### config.mk
export PLATFORM = sky130hd
export DESIGN_NAME = qspi_psram_target
export DESIGN_NICKNAME = d
export VERILOG_FILES = /design/src/rtl/qspi_psram_target.sv
export SDC_FILE = /design/constraint.sdc
export NUM_CORES = 2
export LEC_CHECK = 0
export CAP_MARGIN = 20
export CELL_PAD_IN_SITES_DETAIL_PLACEMENT = 1
export CELL_PAD_IN_SITES_GLOBAL_PLACEMENT = 2
export CORE_UTILIZATION = 48
export DETAILED_ROUTE_END_ITERATION = 12
export PLACE_DENSITY_LB_ADDON = 0.05
export SYNTH_ARGS = -nofsm -noshare
export SYNTH_HDL_FRONTEND = slang
export SYNTH_SLANG_ARGS = --single-unit
### constraint.sdc
create_clock -name clk -period 5.7 [get_ports clk]
set_clock_uncertainty 0.05 [all_clocks]
set_input_delay 1.14 -clock clk [delete_from_list [all_inputs] [get_ports clk]]
set_output_delay 1.14 -clock clk [all_outputs]
set_load 0.02 [all_outputs]
### src/rtl/qspi_psram_target.sv
// qspi_psram_target
// -----------------
// QSPI/QPI PSRAM-style target with an internal byte store.
//
// A transaction starts on the first rising edge that samples cs_n low. The
// command byte arrives as 8 serial bits on io_in[0] (SPI mode) or as two
// nibbles (QPI mode). The commands are:
//   0x38  write : 6 address nibbles, then data nibble pairs (high first)
//   0xEB  read  : 6 address nibbles, WAIT_CYCLES of latency, then streamed
//                 data nibbles (high first) until cs_n rises
//   0x35  enter QPI mode
// Any other command is ignored until cs_n rises.
//
// Optional feature, enabled by defining the macro QSPI_TARGET_QPI_EXIT_EN:
//   command 0xF5 received in QPI mode clears qpi_mode. When the macro is
//   not defined, 0xF5 is an unknown command and only reset_n clears
//   qpi_mode.
//
// Parameters:
//   MEM_BYTES   : size of the byte store, a power of two (>= 2)
//   WAIT_CYCLES : clocks from the last address nibble to the first read
//                 nibble (2..31)
//
// Ports:
//   clk      : clock; all pin sampling and driving on its rising edge
//   reset_n  : asynchronous active-low reset
//   cs_n     : chip select, active low
//   io_in    : QSPI data lines as sampled
//   io_out   : QSPI data lines as driven (0 whenever io_oe is 0)
//   io_oe    : per-line output enable (4'hF only while streaming read data)
//   qpi_mode : 1 when commands are received as nibbles
//   active   : 1 while a decoded transaction is in progress
module qspi_psram_target #(
  parameter int MEM_BYTES   = 256,
  parameter int WAIT_CYCLES = 12
) (
  input  logic       clk,
  input  logic       reset_n,
  input  logic       cs_n,
  input  logic [3:0] io_in,
  output logic [3:0] io_out,
  output logic [3:0] io_oe,
  output logic       qpi_mode,
  output logic       active
);

  localparam int AW = (MEM_BYTES > 1) ? $clog2(MEM_BYTES) : 1;

  typedef enum logic [2:0] {
    ST_IDLE,
    ST_CMD,
    ST_ADDR,
    ST_WDATA,
    ST_WAIT,
    ST_RDATA,
    ST_IGNORE
  } state_t;

  state_t          state_reg, state_next;
  logic [7:0]      cmd_reg, cmd_next;
  logic [4:0]      cnt_reg, cnt_next;
  logic [AW-1:0]   addr_reg, addr_next;
  logic [3:0]      hold_reg, hold_next;
  logic            phase_reg, phase_next;
  logic [3:0]      io_out_reg, io_out_next;
  logic [3:0]      io_oe_reg, io_oe_next;
  logic            qpi_reg, qpi_next;

  logic [7:0]      cmd_shift;
  logic            cmd_last;
  logic            wr_en;
  logic [AW-1:0]   wr_addr;
  logic [7:0]      wr_data;

  // Byte store; contents are deliberately left untouched by reset.
  logic [7:0]      mem [MEM_BYTES];
  logic [7:0]      rd_byte_reg;

  // ---------------------------------------------------------------------
  // Storage: synchronous write, registered read.
  // The read port is addressed with addr_next, so rd_byte_reg always holds
  // mem[addr_reg] during the following cycle. A write only ever targets
  // addr_reg while addr_next has already moved on to addr_reg+1, so the
  // registered read never races a write to the same byte.
  // ---------------------------------------------------------------------
  always_ff @(posedge clk) begin
    if (wr_en) begin
      mem[wr_addr] <= wr_data;
    end
    rd_byte_reg <= mem[addr_next];
  end

  // ---------------------------------------------------------------------
  // State and output registers
  // ---------------------------------------------------------------------
  always_ff @(posedge clk or negedge reset_n) begin
    if (!reset_n) begin
      state_reg  <= ST_IDLE;
      cmd_reg    <= 8'h00;
      cnt_reg    <= 5'd0;
      addr_reg   <= '0;
      hold_reg   <= 4'h0;
      phase_reg  <= 1'b0;
      io_out_reg <= 4'h0;
      io_oe_reg  <= 4'h0;
      qpi_reg    <= 1'b0;
    end else begin
      state_reg  <= state_next;
      cmd_reg    <= cmd_next;
      cnt_reg    <= cnt_next;
      addr_reg   <= addr_next;
      hold_reg   <= hold_next;
      phase_reg  <= phase_next;
      io_out_reg <= io_out_next;
      io_oe_reg  <= io_oe_next;
      qpi_reg    <= qpi_next;
    end
  end

  // ---------------------------------------------------------------------
  // Next-state and output logic
  // ---------------------------------------------------------------------
  always_comb begin
    state_next  = state_reg;
    cmd_next    = cmd_reg;
    cnt_next    = cnt_reg;
    addr_next   = addr_reg;
    hold_next   = hold_reg;
    phase_next  = phase_reg;
    qpi_next    = qpi_reg;
    io_oe_next  = 4'h0;
    io_out_next = 4'h0;
    wr_en       = 1'b0;
    wr_addr     = addr_reg;
    wr_data     = {hold_reg, io_in};

    // Command shift register takes a bit or a nibble depending on mode.
    cmd_shift = qpi_reg ? {cmd_reg[3:0], io_in} : {cmd_reg[6:0], io_in[0]};
    cmd_last  = qpi_reg ? (cnt_reg == 5'd1) : (cnt_reg == 5'd7);

    if (cs_n) begin
      // Deselect aborts anything in flight; a half byte or partial
      // address is simply dropped.
      state_next = ST_IDLE;
      cnt_next   = 5'd0;
      phase_next = 1'b0;
    end else begin
      case (state_reg)
        ST_IDLE: begin
          // This edge already carries the first command bit/nibble.
          state_next = ST_CMD;
          cmd_next   = qpi_reg ? {4'h0, io_in} : {7'h00, io_in[0]};
          cnt_next   = 5'd1;
        end

        ST_CMD: begin
          cmd_next = cmd_shift;
          cnt_next = cnt_reg + 5'd1;
          if (cmd_last) begin
            cnt_next = 5'd0;
            case (cmd_shift)
              8'h38, 8'hEB: state_next = ST_ADDR;
              8'h35: begin
                qpi_next   = 1'b1;
                state_next = ST_IGNORE;
              end
`ifdef QSPI_TARGET_QPI_EXIT_EN
              8'hF5: begin
                if (qpi_reg) begin
                  qpi_next = 1'b0;
                end
                state_next = ST_IGNORE;
              end
`endif
              default: state_next = ST_IGNORE;
            endcase
          end
        end

        ST_ADDR: begin
          // The address register doubles as the shift register; only the
          // low AW bits of the 24-bit address survive, which is exactly
          // the address modulo MEM_BYTES.
          addr_next = AW'({addr_reg, io_in});
          cnt_next  = cnt_reg + 5'd1;
          if (cnt_reg == 5'd5) begin
            cnt_next   = 5'd0;
            phase_next = 1'b0;
            state_next = (cmd_reg == 8'hEB) ? ST_WAIT : ST_WDATA;
          end
        end

        ST_WDATA: begin
          if (!phase_reg) begin
            hold_next  = io_in;
            phase_next = 1'b1;
          end else begin
            wr_en      = 1'b1;
            addr_next  = addr_reg + AW'(1);
            phase_next = 1'b0;
          end
        end

        ST_WAIT: begin
          // Entered on edge E (last address nibble); the edge with
          // cnt_reg == WAIT_CYCLES-1 is E+WAIT_CYCLES and puts out the
          // first data nibble.
          cnt_next = cnt_reg + 5'd1;
          if (cnt_reg == 5'(WAIT_CYCLES - 1)) begin
            cnt_next    = 5'd0;
            state_next  = ST_RDATA;
            io_oe_next  = 4'hF;
            io_out_next = rd_byte_reg[7:4];
            phase_next  = 1'b1;
          end
        end

        ST_RDATA: begin
          io_oe_next = 4'hF;
          if (phase_reg) begin
            io_out_next = rd_byte_reg[3:0];
            addr_next   = addr_reg + AW'(1);
            phase_next  = 1'b0;
          end else begin
            io_out_next = rd_byte_reg[7:4];
            phase_next  = 1'b1;
          end
        end

        ST_IGNORE: begin
          state_next = ST_IGNORE;
        end

        default: state_next = ST_IDLE;
      endcase
    end
  end

  assign io_out   = io_out_reg;
  assign io_oe    = io_oe_reg;
  assign qpi_mode = qpi_reg;
  assign active   = (state_reg != ST_IDLE) && (state_reg != ST_IGNORE);

endmodule

# Yosys cells after proc, flatten, opt, wreduce, memory -nomap -nowiden

Memory sizes are Yosys's and may differ from the RTL's. A register that Yosys moved wholly into a read port is not among the register bits.
Index checks and enable logic that the tools add are counted.

Register bits after elaboration: 38
Bits in latches: 0
Bits in writable memories: 2048
Memory bits (read-only): 0
Bits of input ports: 7
Output and inout port bits: 10
Memories: 1

Memories:

| memory | depth | bits a word | read ports | clocked after Yosys merged registers in | write ports | line | text |
|---|---|---|---|---|---|---|---|
| mem    | 256   | 8           | 1          | 1                                       | 1           | 76   | `logic [7:0] mem [MEM_BYTES];` |

$add $sub $neg: 2
Multipliers: 0
Divide/modulo/power cells: 0
Order comparisons: 0
Equality and inequality tests: 19
Shift-type cells: 0
Muxes and demuxes: 36
Bitwise logic cells: 2
Reduce and logical (&&, ||, !) cells: 13

Operator list:

| kind                                                            | count |
|---|---|
| 8-bit one-hot mux with 2 select lines                           | 2 |
| 4-bit two-way mux                                               | 6 |
| 8-bit two-way mux                                               | 3 |
| 5-bit two-way mux                                               | 4 |
| 5-bit one-hot mux with 4 select lines                           | 1 |
| 3-bit two-way mux                                               | 6 |
| 3-bit one-hot mux with 6 select lines                           | 1 |
| 8-bit by 6-bit == test with 1-bit output, second input constant | 2 |
| 8-bit == test, second input constant                            | 2 |
| 4-bit one-hot mux with 2 select lines                           | 2 |
| 3-bit inequality test, second input constant                    | 4 |
| 5-bit by 3-bit == test with 1-bit output, second input constant | 2 |
| 1-bit two-way mux                                               | 10 |
| 3-bit == test, second input constant                            | 3 |
| 8-bit by 1-bit adder with 8-bit output, second input constant   | 1 |
| 4-bit AND reduction                                             | 2 |
| 3-bit by 2-bit == test with 1-bit output, second input constant | 2 |
| 3-bit AND reduction                                             | 2 |
| 5-bit by 1-bit adder with 5-bit output, second input constant   | 1 |
| 5-bit by 1-bit == test with 1-bit output, second input constant | 1 |
| 5-bit by 4-bit == test with 1-bit output, second input constant | 1 |
| 5-bit nonzero test                                              | 1 |
| 4-bit nonzero test                                              | 1 |
| 2-bit OR reduction                                              | 2 |
| 9 further kinds                                                 | 10 |

# Logic depth before layout (Yosys ltp)

Depth after elaboration: 7
Mapped depth: 18
Gate-level depth less buffers: 13

# Worst setup path before layout

Ideal clock, no wire load.

Kind: reg2reg
Start: register hold_reg[0]
End: memory mem[0][4], data pin
Setup time: 803 ps
Data arrival time: 3181 ps
Data required time: 4847 ps
Slack: 1666 ps
Cell stages (with the launch flop): 1
Path buffers: 0
Cell sequence: dfrtp_1

RTL lines:

| element                | line | text |
|---|---|---|
| from (decl)            | 63   | `logic [3:0] hold_reg, hold_next;` |
| from (signal assigned) | 112  | `hold_reg <= hold_next;` |
| to (decl)              | 76   |  |

Straight into the memory's write port.

# Final worst setup path

Start: register state_reg[2]
End: register rd_byte_reg[3] (read register of mem)

Cells in the longest elaborated chain, start to end: 4

RTL lines:

| element                                                                   | line | text |
|---|---|---|
| from (decl)                                                               | 59   | `state_t state_reg, state_next;` |
| from (signal assigned)                                                    | 108  | `state_reg <= state_next;` |
| 3-bit == test or 3-bit by 2-bit == test with 1-bit output (tied branches) | 148  | `case (state_reg)` |
| 2-bit OR reduction (no line)                                              | n/a  |  |
| 8-bit one-hot mux with 2 select lines (*)                                 | 148  |  |
| 8-bit two-way mux (*)                                                     | 141  | `if (cs_n) begin` |
| net addr_next[4]                                                          | 62   | `logic [AW-1:0] addr_reg, addr_next;` |
| to (decl)                                                                 | 77   | `logic [7:0] rd_byte_reg;` |

The timed path passes the listed nets; every way through them passes the cells marked *.
A chain may end at the register's enable or synchronous reset.

==> impl_metrics.toml <==
[status]
status = "finished clean"

[flow_run]
maxCapViolCount = 0

[global_route]
track_usage = 0.3003
grt_pass1_vias = 49850
grt_overflow = 0
grt_antenna_before_repair = 12
grt_max_degree = 177
grt_pass1_wl_um = 371300

[clocking]
clk_latency_ns = 0.84
clock-sinks = 2091
clk_path_buf_depth = 3
cts_resized = 0
cts_setup_buffers = 0
cts_buffers = 217
cts_tree = "yes"
clk_pin_slew_ns = 0.06
cts_root_buf = "clkbuf_16"
htree_num_levels = 4
hold_buffers = 0

[routing]
final_antenna_net_count = 0
vias = 49320
avgRoutedWirePerCell_um = 33.10
finalWirelength_um = 259800
viasPerCell = 6.285
first_pass_iters = 6
drc = 0
first_iter_violations = 5591

[cells_and_area]
largest_reg_flops = 2048
design_area_um2 = 94400
layout_common_cells = "edfxtp_1 (2048), nand2_1 (870), buf_4 (358)"
drive_gt1_frac = 0.1738
final_common_cell = "edfxtp_1"
nets = 5459
top_register = "mem"
area_growth_pct = 14.43

[sta]
period_share = 0.9863
final.setup.tns_ns = 0
maxSlewHeadroom = 0.1431
worst_slew_pin_slew_ns = 1.253
hold_viol_final = 0
holdWs_ns = 0.3819
clock.fmax_mhz = 177.9
setup_viol = 0
rsz0062_at_grt = "no"
drv_slew = 0
period_needed_ns = 5.622

[power_and_ir_drop]
internal_power_mw = 29.58
cellPowerDensity_nw_per_um2 = 469.8
p_sw_frac = 0.3329
pwr-share-comb = 0.276
pwr-share-clk = 0.305
p_leak_nw = 30.51
p_switching_mw = 14.76
pwr-share-seq = 0.419
ir_worst_vdd_v = 0.0004029
finalPower_mw = 44.35

[place]
portBuffers = 16
dp_hpwl_um = 158800
post_dp_cell_area_um2 = 87670
place.gp.congestion = 0.8593

[worst_setup_path]
critPathLaunchType = "flip-flop"
end_kind = "flip-flop"
cp_cell_sequence = "xnor2_1 -> nor2_1 -> a32o_1 -> a22oi_1 -> inv_1 -> or2_2 -> buf_4 -> a2111oi_0 -> o21ai_0 -> nand3_1 -> nand4_1"
cpPeakStageDelay_ns = 0.98
timing_worst_setup_path_type = "flip-flop to flip-flop"
cpMaxStageDelayCell = "a2111oi_0"
cp_max_fo = 25
worstPathRequired_ns = 6.35
arrival_ns = 6.28
r2r_setup_slack_ns = 0.08

[floorplanning]
coreArea_um2 = 170000
rows = 151
io_pins = 17
die-area_um2 = 173500
die_h_um = 416.6
die_x_um = 416.6
start_util = 0.4851

[logic_synthesis]
ys.flop_type = "edfxtp_1"
synth.distinct_cells = 71
synth_seq_area_share = 0.7581
ys_seq_elements = 2091
syn_area_um2 = 82490
synth_edf_count = 2048
syn-instance-count = 5150
ys.warnings.count = 0
synth_nets = 5163
avgSynthCellArea_um2 = 16.02
async_flop_share = 0.01674

[worst_hold_path]
hold_class = "primary input to async pin"
-- cell families after synthesis --
family / synth area share
adder cells (fa/ha/maj): 0.0009100
AO/OA/AOI/OAI: 0.06953
AND/OR/NAND/NOR: 0.07708
XOR/XNOR: 0.0003186
flip-flops: 0.7581
buffers and inverters: 0.02213
multiplexers: 0.07197
-- routing by layer --
metal	global-route usage	share of wire	vias up
met5	0	0.000077	-
met3	0.03910	0.065	390
met2	0.4768	0.47	1852
li1	-	-	20760
met4	0.09272	0.031	4
met1	0.4348	0.43	26320
-- final cells by class --
type / count / area, µm²
Clock inverter: 121 / 909.6
Antenna cell: 4 / 10.01
Inverter: 17 / 88.84
Sequential cell: 2091 / 62550
Multi-Input combinational cell: 2685 / 18280
Fill cell: 15570 / 75640
Clock buffer: 278 / 5794
Timing Repair Buffer: 434 / 3993
Tap cell: 2218 / 2775
-- worst max-delay path: cells and delay by family (launching register included) --
kind | cells | cell delay (ns)
flops | 1 | 0.61
xor+xnor | 1 | 0.76
compound gates | 4 | 2.02
buf+inv | 2 | 0.52
simple gates | 4 | 1.51
-- power by group through the flow --
| stage | Clock (mW) | Combinational (mW) | Sequential, mW |
|---|---|---|---|
| floorplan | 0 | 6.20 | 19.2 |
| global placement | 0 | 12.1 | 18.9 |
| detailed placement | 0 | 12.2 | 18.9 |
| CTS | 13.7 | 12.3 | 18.5 |
| global route | 14.2 | 12.9 | 18.6 |
| finish | 13.5 | 12.2 | 18.6 |
-- synth_stat cells (all sizes together) (5+ instances only) --
cell / n / area share
a2111oi: 102 / 0.011
a211oi: 93 / 0.0085
a21oi: 272 / 0.017
a221oi: 19 / 0.0020
a22o: 13 / 0.0014
a22oi: 60 / 0.0055
a311oi: 58 / 0.0062
a31oi: 74 / 0.0058
a32oi: 24 / 0.0025
and2: 10 / 0.00076
and3: 91 / 0.0069
buf: 172 / 0.013
clkbuf: 185 / 0.0084
dfrtp: 35 / 0.011
dfxtp: 8 / 0.0019
edfxtp: 2048 / 0.75
ha: 6 / 0.00091
inv: 17 / 0.00080
mux2: 5 / 0.00068
mux2i: 79 / 0.0096
mux4: 226 / 0.062
nand2: 877 / 0.040
nand2b: 9 / 0.00068
nand3: 156 / 0.0095
nand4: 32 / 0.0024
nor2: 296 / 0.013
nor3: 11 / 0.00067
nor4: 6 / 0.00046
o21ai: 83 / 0.0050
o221ai: 5 / 0.00053
o22ai: 27 / 0.0020
o31ai: 7 / 0.00064
-- final timing paths --
check,start,endpoint,cells past startpoint
min in group clk,cmd_reg[7]$_DFFE_PN0P_,cmd_reg[7]$_DFFE_PN0P_,2
min reg2reg,cmd_reg[7]$_DFFE_PN0P_,cmd_reg[7]$_DFFE_PN0P_,2
min,reset_n,io_out[2]$_DFF_PN0_,2
max in group asynchronous,reset_n,hold_reg[2]$_DFFE_PN0P_,2
max,state_reg[2]$_DFFE_PN0P_,rd_byte_reg[3]$_DFF_P_,11
max reg2reg,state_reg[2]$_DFFE_PN0P_,rd_byte_reg[3]$_DFF_P_,11
-- metrics by stage --
step	instances	setup WS [ns]	utilization
after detailed placement	7444	-0.2281	0.5156
after global routing	7845	0.04990	0.5551
after global placement	7440	-0.5329	0.5155
after floorplan	5150	1.666	-
after CTS	7843	0.2786	0.5550
final	7848	0.07801	0.5552
No activity file was read; power rests on OpenSTA's default activity.
